`config.mk`:
```
export PLATFORM = sky130hd
export DESIGN_NAME = monte_carlo_engine_flat
export DESIGN_NICKNAME = d
export VERILOG_FILES = /design/src/rtl/monte_carlo_engine_if.sv /design/src/rtl/monte_carlo_engine.sv /design/src/flat_wrapper.sv
export SDC_FILE = /design/constraint.sdc
export NUM_CORES = 1
export LEC_CHECK = 0
export BUFFER_PORTS_ARGS = -buffer_cell sky130_fd_sc_hd__buf_4
export CORE_ASPECT_RATIO = 0.9
export CORE_MARGIN = 10
export CORE_UTILIZATION = 30
export DETAILED_ROUTE_END_ITERATION = 10
export GPL_TIMING_DRIVEN = 0
export SYNTH_ARGS = -nofsm -noshare
export SYNTH_HDL_FRONTEND = slang
export SYNTH_SLANG_ARGS = --single-unit
```
`constraint.sdc`:
```
create_clock -name clk -period 3.7 [get_ports clk]
set_input_delay 0.555 -clock clk [delete_from_list [all_inputs] [get_ports clk]]
set_output_delay 0.555 -clock clk [all_outputs]
set_load 0.01 [all_outputs]
```
`src/rtl/monte_carlo_engine_if.sv`:
```
// Host-side handshake and result bus of the Monte Carlo hit counter.
// Optional MC_PROGRESS_EN adds a live progress count to the bus.
interface monte_carlo_engine_if #(
    parameter int ITER_W = 16
);
    logic              start;
    logic              abort;
    logic [ITER_W-1:0] num_iter;
    logic [31:0]       seed;
    logic              busy;
    logic              done;
    logic [ITER_W-1:0] hit_count;
    logic [ITER_W-1:0] sample_count;
`ifdef MC_PROGRESS_EN
    logic [ITER_W-1:0] progress;
`endif

    modport master (
        output start, abort, num_iter, seed,
        input  busy, done, hit_count, sample_count
`ifdef MC_PROGRESS_EN
        , input progress
`endif
    );

    modport slave (
        input  start, abort, num_iter, seed,
        output busy, done, hit_count, sample_count
`ifdef MC_PROGRESS_EN
        , output progress
`endif
    );
endinterface

```
`src/rtl/monte_carlo_engine.sv`:
```
// monte_carlo_engine: N_LANES parallel LFSR samplers draw (x,y,t), evaluate
// f = A*x + B*y and count hits t < f over exactly num_iter samples per job.
// Start/busy/done handshake with abort. Optional macro MC_PROGRESS_EN adds a
// progress output (samples counted so far in the current job).
module monte_carlo_engine #(
    parameter int WIDTH   = 4,
    parameter int ITER_W  = 16,
    parameter int N_LANES = 4,
    parameter int A       = 1,
    parameter int B       = 1
) (
    input  logic                  clk,
    input  logic                  rst_n,
    monte_carlo_engine_if.slave   bus
);
    localparam int F_W  = WIDTH + $clog2(A + B + 1);
    localparam int T_LO = 2 * WIDTH;
    localparam int T_HI = 2 * WIDTH + F_W - 1;

    if ((2 * WIDTH + F_W > 32) || (N_LANES < 1) || (N_LANES > 16) ||
        (A < 0) || (B < A) || (A + B < 1)) begin : g_param_check
        $error("monte_carlo_engine: illegal parameter combination");
    end

    typedef enum logic [2:0] {
        ST_IDLE   = 3'd0,
        ST_SEED   = 3'd1,
        ST_SAMPLE = 3'd2,
        ST_EVAL   = 3'd3,
        ST_ACCUM  = 3'd4,
        ST_DONE   = 3'd5
    } state_t;

    state_t              state_r;
    state_t              state_s;
    logic                accept_s;
    logic [ITER_W-1:0]   num_iter_r;
    logic [31:0]         seed_r;
    logic [ITER_W-1:0]   remaining_r;
    logic [ITER_W-1:0]   hits_r;
    logic [ITER_W-1:0]   step_s;
    logic [ITER_W-1:0]   remaining_acc_s;
    logic [ITER_W-1:0]   hits_acc_s;
    logic [31:0]         lfsr_r [N_LANES];
    logic [N_LANES-1:0]  hit_s;
    logic [N_LANES-1:0]  valid_s;
    logic [N_LANES-1:0]  hit_r;
    logic [N_LANES-1:0]  valid_r;
    logic                busy_r;
    logic                done_r;
    logic [ITER_W-1:0]   hit_count_r;
    logic [ITER_W-1:0]   sample_count_r;

    // Fibonacci step for x^32+x^22+x^2+x+1, shifting left, feedback into bit 0.
    function automatic logic [31:0] lfsr_step(input logic [31:0] v);
        return {v[30:0], v[31] ^ v[21] ^ v[1] ^ v[0]};
    endfunction

    // Per-lane seed decorrelated by a golden-ratio multiple; zero would lock up.
    function automatic logic [31:0] lane_seed(input logic [31:0] base, input logic [4:0] lane);
        logic [31:0] s;
        s = base ^ ((32'(lane) + 32'd1) * 32'h9E3779B9);
        if (s == 32'd0) begin
            s = 32'd1;
        end else begin
            s = s;
        end
        return s;
    endfunction

    // Hit test on the low bits of one lane's state: t < A*x + B*y, unsigned.
    function automatic logic lane_hit(input logic [T_HI:0] v);
        logic [F_W-1:0] x_v;
        logic [F_W-1:0] y_v;
        logic [F_W-1:0] t_v;
        logic [F_W-1:0] f_v;
        x_v = F_W'(v[WIDTH-1:0]);
        y_v = F_W'(v[2*WIDTH-1:WIDTH]);
        t_v = v[T_HI:T_LO];
        f_v = F_W'(A) * x_v + F_W'(B) * y_v;
        return (t_v < f_v);
    endfunction

    // Number of set bits in a lane mask.
    function automatic logic [ITER_W-1:0] popcount(input logic [N_LANES-1:0] v);
        logic [ITER_W-1:0] c;
        c = '0;
        for (int i = 0; i < N_LANES; i++) begin
            c = c + ITER_W'(v[i]);
        end
        return c;
    endfunction

    // Per-lane hit evaluation and mask of lanes still inside the job.
    always_comb begin
        hit_s   = '0;
        valid_s = '0;
        for (int i = 0; i < N_LANES; i++) begin
            hit_s[i]   = lane_hit(lfsr_r[i][T_HI:0]);
            valid_s[i] = (ITER_W'(i) < remaining_r);
        end
    end

    // Round bookkeeping: samples consumed this round and the updated totals.
    always_comb begin
        step_s = remaining_r;
        if (remaining_r > ITER_W'(N_LANES)) begin
            step_s = ITER_W'(N_LANES);
        end else begin
            step_s = remaining_r;
        end
        remaining_acc_s = remaining_r - step_s;
        hits_acc_s      = hits_r + popcount(valid_r & hit_r);
    end

    // Next-state logic; abort overrides every busy state, start wins in IDLE/DONE.
    always_comb begin
        state_s  = state_r;
        accept_s = 1'b0;
        case (state_r)
            ST_IDLE, ST_DONE: begin
                if (bus.start) begin
                    state_s  = ST_SEED;
                    accept_s = 1'b1;
                end else begin
                    state_s = state_r;
                end
            end
            ST_SEED: begin
                if (bus.abort) begin
                    state_s = ST_IDLE;
                end else if (num_iter_r == '0) begin
                    state_s = ST_DONE;
                end else begin
                    state_s = ST_SAMPLE;
                end
            end
            ST_SAMPLE: begin
                if (bus.abort) begin
                    state_s = ST_IDLE;
                end else begin
                    state_s = ST_EVAL;
                end
            end
            ST_EVAL: begin
                if (bus.abort) begin
                    state_s = ST_IDLE;
                end else begin
                    state_s = ST_ACCUM;
                end
            end
            ST_ACCUM: begin
                if (bus.abort) begin
                    state_s = ST_IDLE;
                end else if (remaining_acc_s == '0) begin
                    state_s = ST_DONE;
                end else begin
                    state_s = ST_SAMPLE;
                end
            end
            default: begin
                state_s = ST_IDLE;
            end
        endcase
    end

    // State register.
    always_ff @(posedge clk or negedge rst_n) begin
        if (!rst_n) begin
            state_r <= ST_IDLE;
        end else begin
            state_r <= state_s;
        end
    end

    // Lane LFSRs: seeded in SEED, stepped once per SAMPLE (masked lanes too).
    always_ff @(posedge clk or negedge rst_n) begin
        if (!rst_n) begin
            for (int i = 0; i < N_LANES; i++) begin
                lfsr_r[i] <= 32'd0;
            end
        end else begin
            case (state_r)
                ST_SEED: begin
                    for (int i = 0; i < N_LANES; i++) begin
                        lfsr_r[i] <= lane_seed(seed_r, 5'(i));
                    end
                end
                ST_SAMPLE: begin
                    for (int i = 0; i < N_LANES; i++) begin
                        lfsr_r[i] <= lfsr_step(lfsr_r[i]);
                    end
                end
                default: begin
                end
            endcase
        end
    end

    // Job parameters, remaining-sample counter, lane results and hit accumulator.
    always_ff @(posedge clk or negedge rst_n) begin
        if (!rst_n) begin
            num_iter_r  <= '0;
            seed_r      <= 32'd0;
            remaining_r <= '0;
            hits_r      <= '0;
            hit_r       <= '0;
            valid_r     <= '0;
        end else if (accept_s) begin
            num_iter_r  <= bus.num_iter;
            seed_r      <= bus.seed;
            remaining_r <= '0;
            hits_r      <= '0;
        end else begin
            case (state_r)
                ST_SEED: begin
                    remaining_r <= num_iter_r;
                end
                ST_EVAL: begin
                    hit_r   <= hit_s;
                    valid_r <= valid_s;
                end
                ST_ACCUM: begin
                    hits_r      <= hits_acc_s;
                    remaining_r <= remaining_acc_s;
                end
                default: begin
                end
            endcase
        end
    end

    // Registered status and results; results only change on entry to DONE.
    always_ff @(posedge clk or negedge rst_n) begin
        if (!rst_n) begin
            busy_r         <= 1'b0;
            done_r         <= 1'b0;
            hit_count_r    <= '0;
            sample_count_r <= '0;
        end else begin
            busy_r <= (state_s inside {ST_SEED, ST_SAMPLE, ST_EVAL, ST_ACCUM});
            done_r <= (state_s == ST_DONE);
            if ((state_s == ST_DONE) && (state_r != ST_DONE)) begin
                hit_count_r    <= (state_r == ST_ACCUM) ? hits_acc_s : hits_r;
                sample_count_r <= num_iter_r;
            end else begin
                hit_count_r    <= hit_count_r;
                sample_count_r <= sample_count_r;
            end
        end
    end

    assign bus.busy         = busy_r;
    assign bus.done         = done_r;
    assign bus.hit_count    = hit_count_r;
    assign bus.sample_count = sample_count_r;

`ifdef MC_PROGRESS_EN
    logic [ITER_W-1:0] progress_r;

    // Samples counted so far: zero in IDLE/SEED, advanced after each round.
    always_ff @(posedge clk or negedge rst_n) begin
        if (!rst_n) begin
            progress_r <= '0;
        end else if ((state_s == ST_IDLE) || (state_s == ST_SEED)) begin
            progress_r <= '0;
        end else if (state_r == ST_ACCUM) begin
            progress_r <= num_iter_r - remaining_acc_s;
        end else begin
            progress_r <= progress_r;
        end
    end

    assign bus.progress = progress_r;
`endif

endmodule

```
`src/flat_wrapper.sv`:
```
// flat-port wrapper written by rule: the top's interface ports become plain ports
module monte_carlo_engine_flat 
#(
    parameter int WIDTH   = 4,
    parameter int ITER_W  = 16,
    parameter int N_LANES = 4,
    parameter int A       = 1,
    parameter int B       = 1
)
  (clk, rst_n, bus_start, bus_abort, bus_num_iter, bus_seed, bus_busy, bus_done, bus_hit_count, bus_sample_count);
  monte_carlo_engine_if #(.ITER_W(ITER_W)) bus_i ();
  input  logic clk;
  input  logic rst_n;
  input wire logic [$bits(bus_i.start)-1:0] bus_start;
  input wire logic [$bits(bus_i.abort)-1:0] bus_abort;
  input wire logic [$bits(bus_i.num_iter)-1:0] bus_num_iter;
  input wire logic [$bits(bus_i.seed)-1:0] bus_seed;
  output wire logic [$bits(bus_i.busy)-1:0] bus_busy;
  output wire logic [$bits(bus_i.done)-1:0] bus_done;
  output wire logic [$bits(bus_i.hit_count)-1:0] bus_hit_count;
  output wire logic [$bits(bus_i.sample_count)-1:0] bus_sample_count;
  assign bus_i.start = bus_start;
  assign bus_i.abort = bus_abort;
  assign bus_i.num_iter = bus_num_iter;
  assign bus_i.seed = bus_seed;
  assign bus_busy = bus_i.busy;
  assign bus_done = bus_i.done;
  assign bus_hit_count = bus_i.hit_count;
  assign bus_sample_count = bus_i.sample_count;
  monte_carlo_engine #(.WIDTH(WIDTH), .ITER_W(ITER_W), .N_LANES(N_LANES), .A(A), .B(B)) u_core (.clk(clk), .rst_n(rst_n), .bus(bus_i));
endmodule
```
==> results of run 1 <==
==> Yosys cell counts (all sizes together) (4+ instances only) <==
cell type,number,share of area (%)
inv,13,0.42
nor4bb,5,0.43
o311ai,6,0.45
ha,38,4.1
or3,8,0.47
fa,6,1.0
a211oi,9,0.58
o22ai,4,0.21
a21o,16,1.0
clkbuf,54,1.7
nor2,91,2.9
a22o,4,0.30
buf,8,0.51
a22oi,4,0.26
xor2,14,1.0
nor2b,5,0.27
nand4,4,0.21
a221o,126,11
nor4,11,0.64
nand2,46,1.5
xnor2,21,1.6
nand3,11,0.47
o21ai,23,0.98
nor3,16,0.68
a21oi,48,2.2
mux2,65,6.3
and2,26,1.4
nand2b,7,0.37
dfrtp,253,54
==> per-layer routing <==
layer	wire, um	vias to the layer above
met5	0	-
met3	1900	57
li1	-	3974
met2	14700	257
met4	872	0
met1	14900	4454
==> registers in the layout, indices dropped and copies added, names as in the netlist <==
| name | count |
|---|---|
| u_core.num_iter_r | 16 |
| u_core.bus.sample_count | 16 |
| u_core.bus.done | 1 |
| u_core.seed_r | 32 |
| u_core.bus.hit_count | 16 |
| u_core.hits_r | 16 |
| u_core.hit_r | 4 |
| u_core.remaining_r | 16 |
| u_core.valid_r | 4 |
| u_core.bus.busy | 1 |
| u_core.lfsr_r | 128 |
| u_core.state_r | 3 |
==> final cells by class <==
| class | count | area (um^2) | share of cell area, % |
|---|---|---|---|
| multi-input combinational | 655 | 5060 | 36.0 |
| inverter | 13 | 48.8 | 0.347 |
| sequential | 253 | 6330 | 45.0 |
| clock buffer | 40 | 837 | 5.95 |
| clock inverter | 12 | 133 | 0.943 |
| buffer | 62 | 263 | 1.87 |
| tap | 525 | 657 | 4.67 |
| timing repair buffer | 90 | 726 | 5.16 |
==> worst register-to-register path, stage by stage (launching register included) <==
cell and delay [ps]:
dfrtp_1 370, clkbuf_1 220, or3_4 430, nor4_4 390, nand2b_1 120, nand2_1 90
ha_1 250, nor2_1 100, nand4_1 90, a211o_1 330, o41ai_4 350, buf_6 250
mux2_2 360
==> worst min path at each step <==
| stage | slack [ps] | end | depth (start not counted) | start |
|---|---|---|---|---|
| after floorplan | 260 | u_core.bus.busy | 0 | rst_n |
| after global placement | 460 | u_core.valid_r[1] | 2 | u_core.valid_r[1] |
| after detailed placement | 470 | u_core.valid_r[0] | 2 | u_core.valid_r[0] |
| after CTS | 200 | u_core.seed_r[2] | 2 | bus_seed[2] |
| after global routing | 200 | u_core.seed_r[1] | 2 | bus_seed[1] |
| final | 220 | u_core.seed_r[14] | 2 | bus_seed[14] |
==> what timing repair did <==
action                                 4_1_cts  5_1_grt
gates cloned                                 0        0
buffers inserted                             0        2
setup endpoints to repair                   31       34
endpoints found under the hold margin       64        0
pin swaps                                    0        2
hold buffers                                 1        0
resized for setup                            1        0
==> cells by family after synthesis <==
group                    after synthesis
adder cells (fa/ha/maj)               44
AO/OA/AOI/OAI                        255
multiplexers                          68
flip-flops                           253
AND/OR/NAND/NOR                      252
other                                  1
buffers and inverters                 75
XOR/XNOR                              35
==> stage by stage <==
step	setup TNS [ps]	power, mW	instances	setup slack [ps]	instance area, um^2
floorplan	0	8.65	983	454	11700
global placement	-14130	10.4	1593	-93.2	13000
detailed placement	-1880	10.5	1595	-115	13100
CTS	0	13.4	1648	19.3	14000
global route	0	14.3	1650	35.3	14100
finish	0	13.4	1650	252	14100
==> cell usage in the layout, fill, tap and decap left out, types with 5 or more instances in the layout <==
master,instances
nand2b_1,7
xor2_1,14
nand3_1,11
a211oi_1,9
fa_1,6
nor2_1,91
a221o_1,126
ha_1,38
dfrtp_1,253
clkbuf_1,58
nor4_1,10
o311ai_0,6
nor4bb_1,5
nand2_1,46
or3_1,7
a21oi_1,43
clkbuf_16,29
and2_1,26
inv_1,13
clkbuf_8,7
a21o_1,16
nor3_1,16
buf_4,87
xnor2_1,21
clkinv_2,6
nor2b_1,5
a21oi_2,5
mux2_2,65
o21ai_0,23
==> report_power, final <==
part | internal, mW | switching, mW | leakage [nW] | total, mW
clock | 1.72 | 1.17 | 0.474 | 2.88
sequential | 3.92 | 1.20 | 3.13 | 5.13
combinational | 2.53 | 2.83 | 2.62 | 5.37
==> flow_summary_export.csv, run 1 <==
group,metric,value,unit
routing,via_per_inst,5.30,
setup_path,worstReg2RegEnd,"u_core.bus.sample_count[14]",
setup_path,worst-path-buf-inv,2,
pwr,leakage,6.23,nW
logic_synthesis,synth_seq_area_share,54.1,%
logic_synthesis,synth_compound_area_share,18.0,%
logic_synthesis,synth_cells,983,
logic_synthesis,yosys_warnings,0,
floorplanning,initial_core_util,30.4,%
logic_synthesis,synth_area_per_cell,11.9,um^2
global_routing,antenna_found_initial,0,
setup_path,crit_path_end,"u_core.bus.sample_count[14]",
logic_synthesis,synth_edf_count,0,
setup_path,cp.depth,12,
logic_synthesis,synth_mux_area_share,6.51,%
setup_path,ff2ff_setup_slack,250,ps
cells_and_area,antennaDiodeCount,0,
routing,dr.pass1.iters,5,
cells_and_area,fill_cells,3892,
timing,setup_viol,0,
cts,cts_made_buffers,29,
placed_design,gp_congestion,0.877,
logic_synthesis,yosys.area_share.adder,5.09,%
global_routing,use_met2,21.2,%
logic_synthesis,synth_flop_cell,"dfrtp_1",
floorplanning,die_width,228,um
setup_path,crit_chain,"clkbuf_1, or3_4, nor4_4, nand2b_1, nand2_1, ha_1, nor2_1, nand4_1, a211o_1, o41ai_4, buf_6, mux2_2",
cells_and_area,nets,1200,
status,status,"completed",
global_routing,grt_use_total,13.3,%
timing,timing.fmax,290,MHz
floorplanning,io_pins,86,
hold_path,min_path_type,"in -> reg",
timing,hold_slack,221,ps
routing,wl_per_cell,19.6,um
setup_path,worstPathRequired,4150,ps
placed_design,port_buffers,85,
routing,remaining_drc_errors,0,
setup_path,crit_type,"reg -> reg",
cells_and_area,drive_above_1_share,19.8,%
setup_path,cpPeakStageDelay,420,ps
setup_path,cp-end-kind,"flop",
logic_synthesis,ys_seq_elements,253,
setup_path,critPathSlowestCell,"or3_4",
global_routing,grt_start_max_net_pins,116,
floorplanning,core,38500,um^2
floorplanning,fp.dieArea,47300,um^2
placed_design,dp_hpwl,23300,um
global_routing,use_met1,18.2,%
routing,ant_nets,0,
cts,cts_max_level,1,
cts,root_buffer,"clkbuf_16",
global_routing,grt_pass1_vias,9103,
cells_and_area,synthToLayoutAreaGrowth,20.2,%
pwr,power_density,952,nW/um^2
global_routing,top_usage_layer,"met2",
setup_path,reg2reg_from,"u_core.remaining_r[3]",
timing,relSlewSlack,14.4,%
global_routing,grt_overflow,0,
timing,post-route-min-period,3450,ps
timing,worst_pin_slew,1270,ps
setup_path,worstPathMaxFanout,10,
routing,drt_iter0_markers,742,
setup_path,r2r_cells,12,
logic_synthesis,synth_fp_nets,1079,
cts,clk_pin_slew,60,ps
cts,cts.sinks,253,
cts,clock_latency,570,ps
routing,wirelength,32400,um
setup_path,worstSetupStartpoint,"u_core.remaining_r[3]",
timing,fin_crit_sh,93.2,%
global_routing,use_met3,2.32,%
setup_path,cp.arrival,3900,ps
routing,vias,8742,
timing,final_max_slew_viol_count,0,
setup_path,cp_top_family,"simple AND/OR/NAND/NOR gates",
logic_synthesis,yosys.area_share.simple,10.9,%
cts,clockBufferDepth,3,
cells_and_area,fin_util,36.6,%
timing,skew,29.3,ps
pwr,irDropWorstVdd,493,uV
logic_synthesis,synth_top_family_by_area,"compound AO/OA/AOI/OAI gates",
floorplanning,std_cell_rows,68,
logic_synthesis,synth_xor_area_share,2.62,%
setup_path,start_kind,"flop",
logic_synthesis,async_reset_ff_share,100,%
timing,final_hold_viol_count,0,
logic_synthesis,syn-cell-area,11700,um^2
run,cap_violations,0,
global_routing,grt_pass1_wl,51800,um
floorplanning,fp.dieH,207,um
cts,cts_tree,"yes",
logic_synthesis,synth_cell_type_count,61,
timing,rsz0062_at_grt,"false",
(Power assumes the default switching activity.)
==> run 2, diff against run 1 <==
--- a/config.mk
+++ b/config.mk
@@ -11,6 +11,7 @@
 export CORE_UTILIZATION = 30
 export DETAILED_ROUTE_END_ITERATION = 10
 export GPL_TIMING_DRIVEN = 0
+export PLACE_DENSITY_LB_ADDON = 0.05
 export SYNTH_ARGS = -nofsm -noshare
 export SYNTH_HDL_FRONTEND = slang
 export SYNTH_SLANG_ARGS = --single-unit
==> run 2 against run 1 <==
Against the previous run: cell count stayed put; clock power is 6% higher; sequential share of layout area is 0.10 points lower; critical path type unchanged; critical endpoint is now u_core.bus.sample_count[13].
==> flow_summary_export.csv, run 2 (synthesized netlist as in run 1, its figures left out) <==
group,metric,value,unit
status,status,"completed",
timing,relSlewSlack,24.6,%
global_routing,grt_use_total,15.1,%
cts,cts.sinks,253,
routing,vias,8603,
floorplanning,core,38500,um^2
routing,via_per_inst,5.21,
routing,drt-met1-wl,18300,um
timing,post-route-min-period,3520,ps
cells_and_area,synthToLayoutAreaGrowth,20.5,%
cells_and_area,final-seq-area,6330,um^2
setup_path,start_kind,"flop",
timing,tns,0,ps
floorplanning,initial_core_util,30.4,%
timing,timing.fmax,284,MHz
timing,skew,13.9,ps
routing,ant_nets,0,
placed_design,gp_congestion,0.834,
cts,cts_made_buffers,30,
setup_path,worstPathRequired,4160,ps
cells_and_area,drive_above_1_share,19.6,%
routing,wirelength,36300,um
cts,clock_latency,580,ps
timing,fin_crit_sh,95.1,%
global_routing,grt_overflow,0,
global_routing,grt_start_max_net_pins,101,
timing,hold_slack,25.0,ps
global_routing,antenna_found_initial,1,
cells_and_area,fill_cells,3850,
cts,cts_max_level,1,
routing,dr.pass1.iters,5,
cells_and_area,top_regs,"u_core.lfsr_r: 128 flops, u_core.seed_r: 32 flops",
routing,top_layer,"met4",
setup_path,cp.arrival,3980,ps
floorplanning,fp.dieH,207,um
timing,final_hold_viol_count,0,
global_routing,grt_pass1_vias,8871,
floorplanning,die_width,228,um
cells_and_area,largest_register_ffs,128,
routing,remaining_drc_errors,0,
cts,clockBufferDepth,3,
cts,clk_pin_slew,60,ps
routing,wl_per_cell,22.0,um
routing,drt_iter0_markers,688,
cells_and_area,final_cell_mix,"253 x dfrtp_1, 126 x a221o_1, 91 x nor2_1, 88 x buf_4, 65 x mux2_2",
run,cap_violations,0,
cells_and_area,top_register,"u_core.lfsr_r",
timing,final_max_slew_viol_count,0,
setup_path,worstPathMaxFanout,10,
routing,dr_wl_met2,15800,um
pwr,irDropWorstVdd,538,uV
placed_design,port_buffers,85,
pwr,leakage,6.25,nW
cts,cts_tree,"yes",
hold_path,min_path_type,"in -> async",
cells_and_area,antennaDiodeCount,0,
floorplanning,std_cell_rows,68,
routing,met3_wirelength,1440,um
timing,setup_viol,0,
timing,worst_pin_slew,1120,ps
cts,cts_hold_repair.buffers,0,
pwr,power_density,970,nW/um^2
cells_and_area,multi_input_area,5070,um^2
cts,root_buffer,"clkbuf_16",
setup_path,cp-end-kind,"flop",
floorplanning,io_pins,86,
cells_and_area,layout.cells.most_common,"dfrtp_1",
placed_design,dp_hpwl,26000,um
floorplanning,fp.dieArea,47300,um^2
setup_path,crit_type,"reg -> reg",
global_routing,grt_pass1_wl,56500,um
cells_and_area,nets,1201,
-- run 2: changes by cell type in the layout (fill, tap and decap cells not counted) --
cell / before / now
a21oi_1: 43 / 42
a21oi_2: 5 / 6
buf_4: 87 / 88
bufinv_16: 2 / 3
clkbuf_1: 58 / 63
clkbuf_16: 29 / 31
clkbuf_2: 0 / 1
clkbuf_8: 7 / 6
clkinv_2: 6 / 1
clkinvlp_4: 3 / 0
dlygate4sd3_1: 1 / 0
inv_16: 1 / 0
inv_6: 0 / 1
-- run 2: timing repair --
action / in CTS / in global routing
buffers inserted: 1 / 2
endpoints found under the setup margin: 33 / 42
resized for setup: 1 / 3
pin swaps: 0 / 2
-- run 2: worst max-delay path, stage by stage (launching register included) --
cell and delay, ps:
dfrtp_1 360, clkbuf_1 220, or3_4 430, nor4_4 460, nand2b_1 130, nand2_1 90
ha_1 260, nor2_1 100, nand4_1 70, a211o_1 340, o41ai_4 330, buf_6 240
mux2_2 350
-- run 2: cell type report --
cell class	instances	area share, %
clock inverters	5	0.737
multi-input cells	655	36.0
clock buffers	47	6.36
well taps	525	4.66
flip-flops and latches	253	44.9
plain buffers	62	1.87
inverters	13	0.346
repair buffers	90	5.13
-- run 2: worst paths after layout --
check | end | cells past startpoint | slack, ps | startpoint
max | u_core.bus.sample_count[13] | 12 | 180 | u_core.remaining_r[3]
min | u_core.lfsr_r[36] | 1 | 20 | rst_n
max reg2reg | u_core.bus.sample_count[13] | 12 | 180 | u_core.remaining_r[3]
min reg2reg | u_core.valid_r[2] | 2 | 480 | u_core.valid_r[2]
max in group asynchronous | u_core.lfsr_r[10] | 2 | 2720 | rst_n
min in group clk | u_core.seed_r[3] | 2 | 210 | bus_seed[3]
-- run 2: power by group --
part	total, mW	internal (mW)	switching (mW)	leakage, nW
registers	5.14	3.92	1.22	3.13
logic	5.48	2.53	2.95	2.63
clock network	3.05	1.85	1.20	0.488
-- run 2: per-layer routing --
layer / GRT usage [%] / vias to the layer above
met4: 3.46 / 0
met5: 0 / -
met2: 22.3 / 170
met3: 2.27 / 42
met1: 22.6 / 4405
li1: - / 3986
-- run 2: per-stage QoR --
stage | instance area [um^2] | worst slack, ps | power [mW] | std cells | util (%)
6_report | 14100 | 181 | 13.7 | 1650 | 36.6
5_1_grt | 14100 | -11.0 | 14.7 | 1650 | 36.6
4_1_cts | 14100 | 64.2 | 13.9 | 1648 | 36.6
3_5_place_dp | 13100 | -257 | 10.7 | 1595 | 33.9
3_3_place_gp | 13000 | -330 | 10.7 | 1593 | 33.8
2_1_floorplan | 11700 | 454 | 8.65 | 983 | -
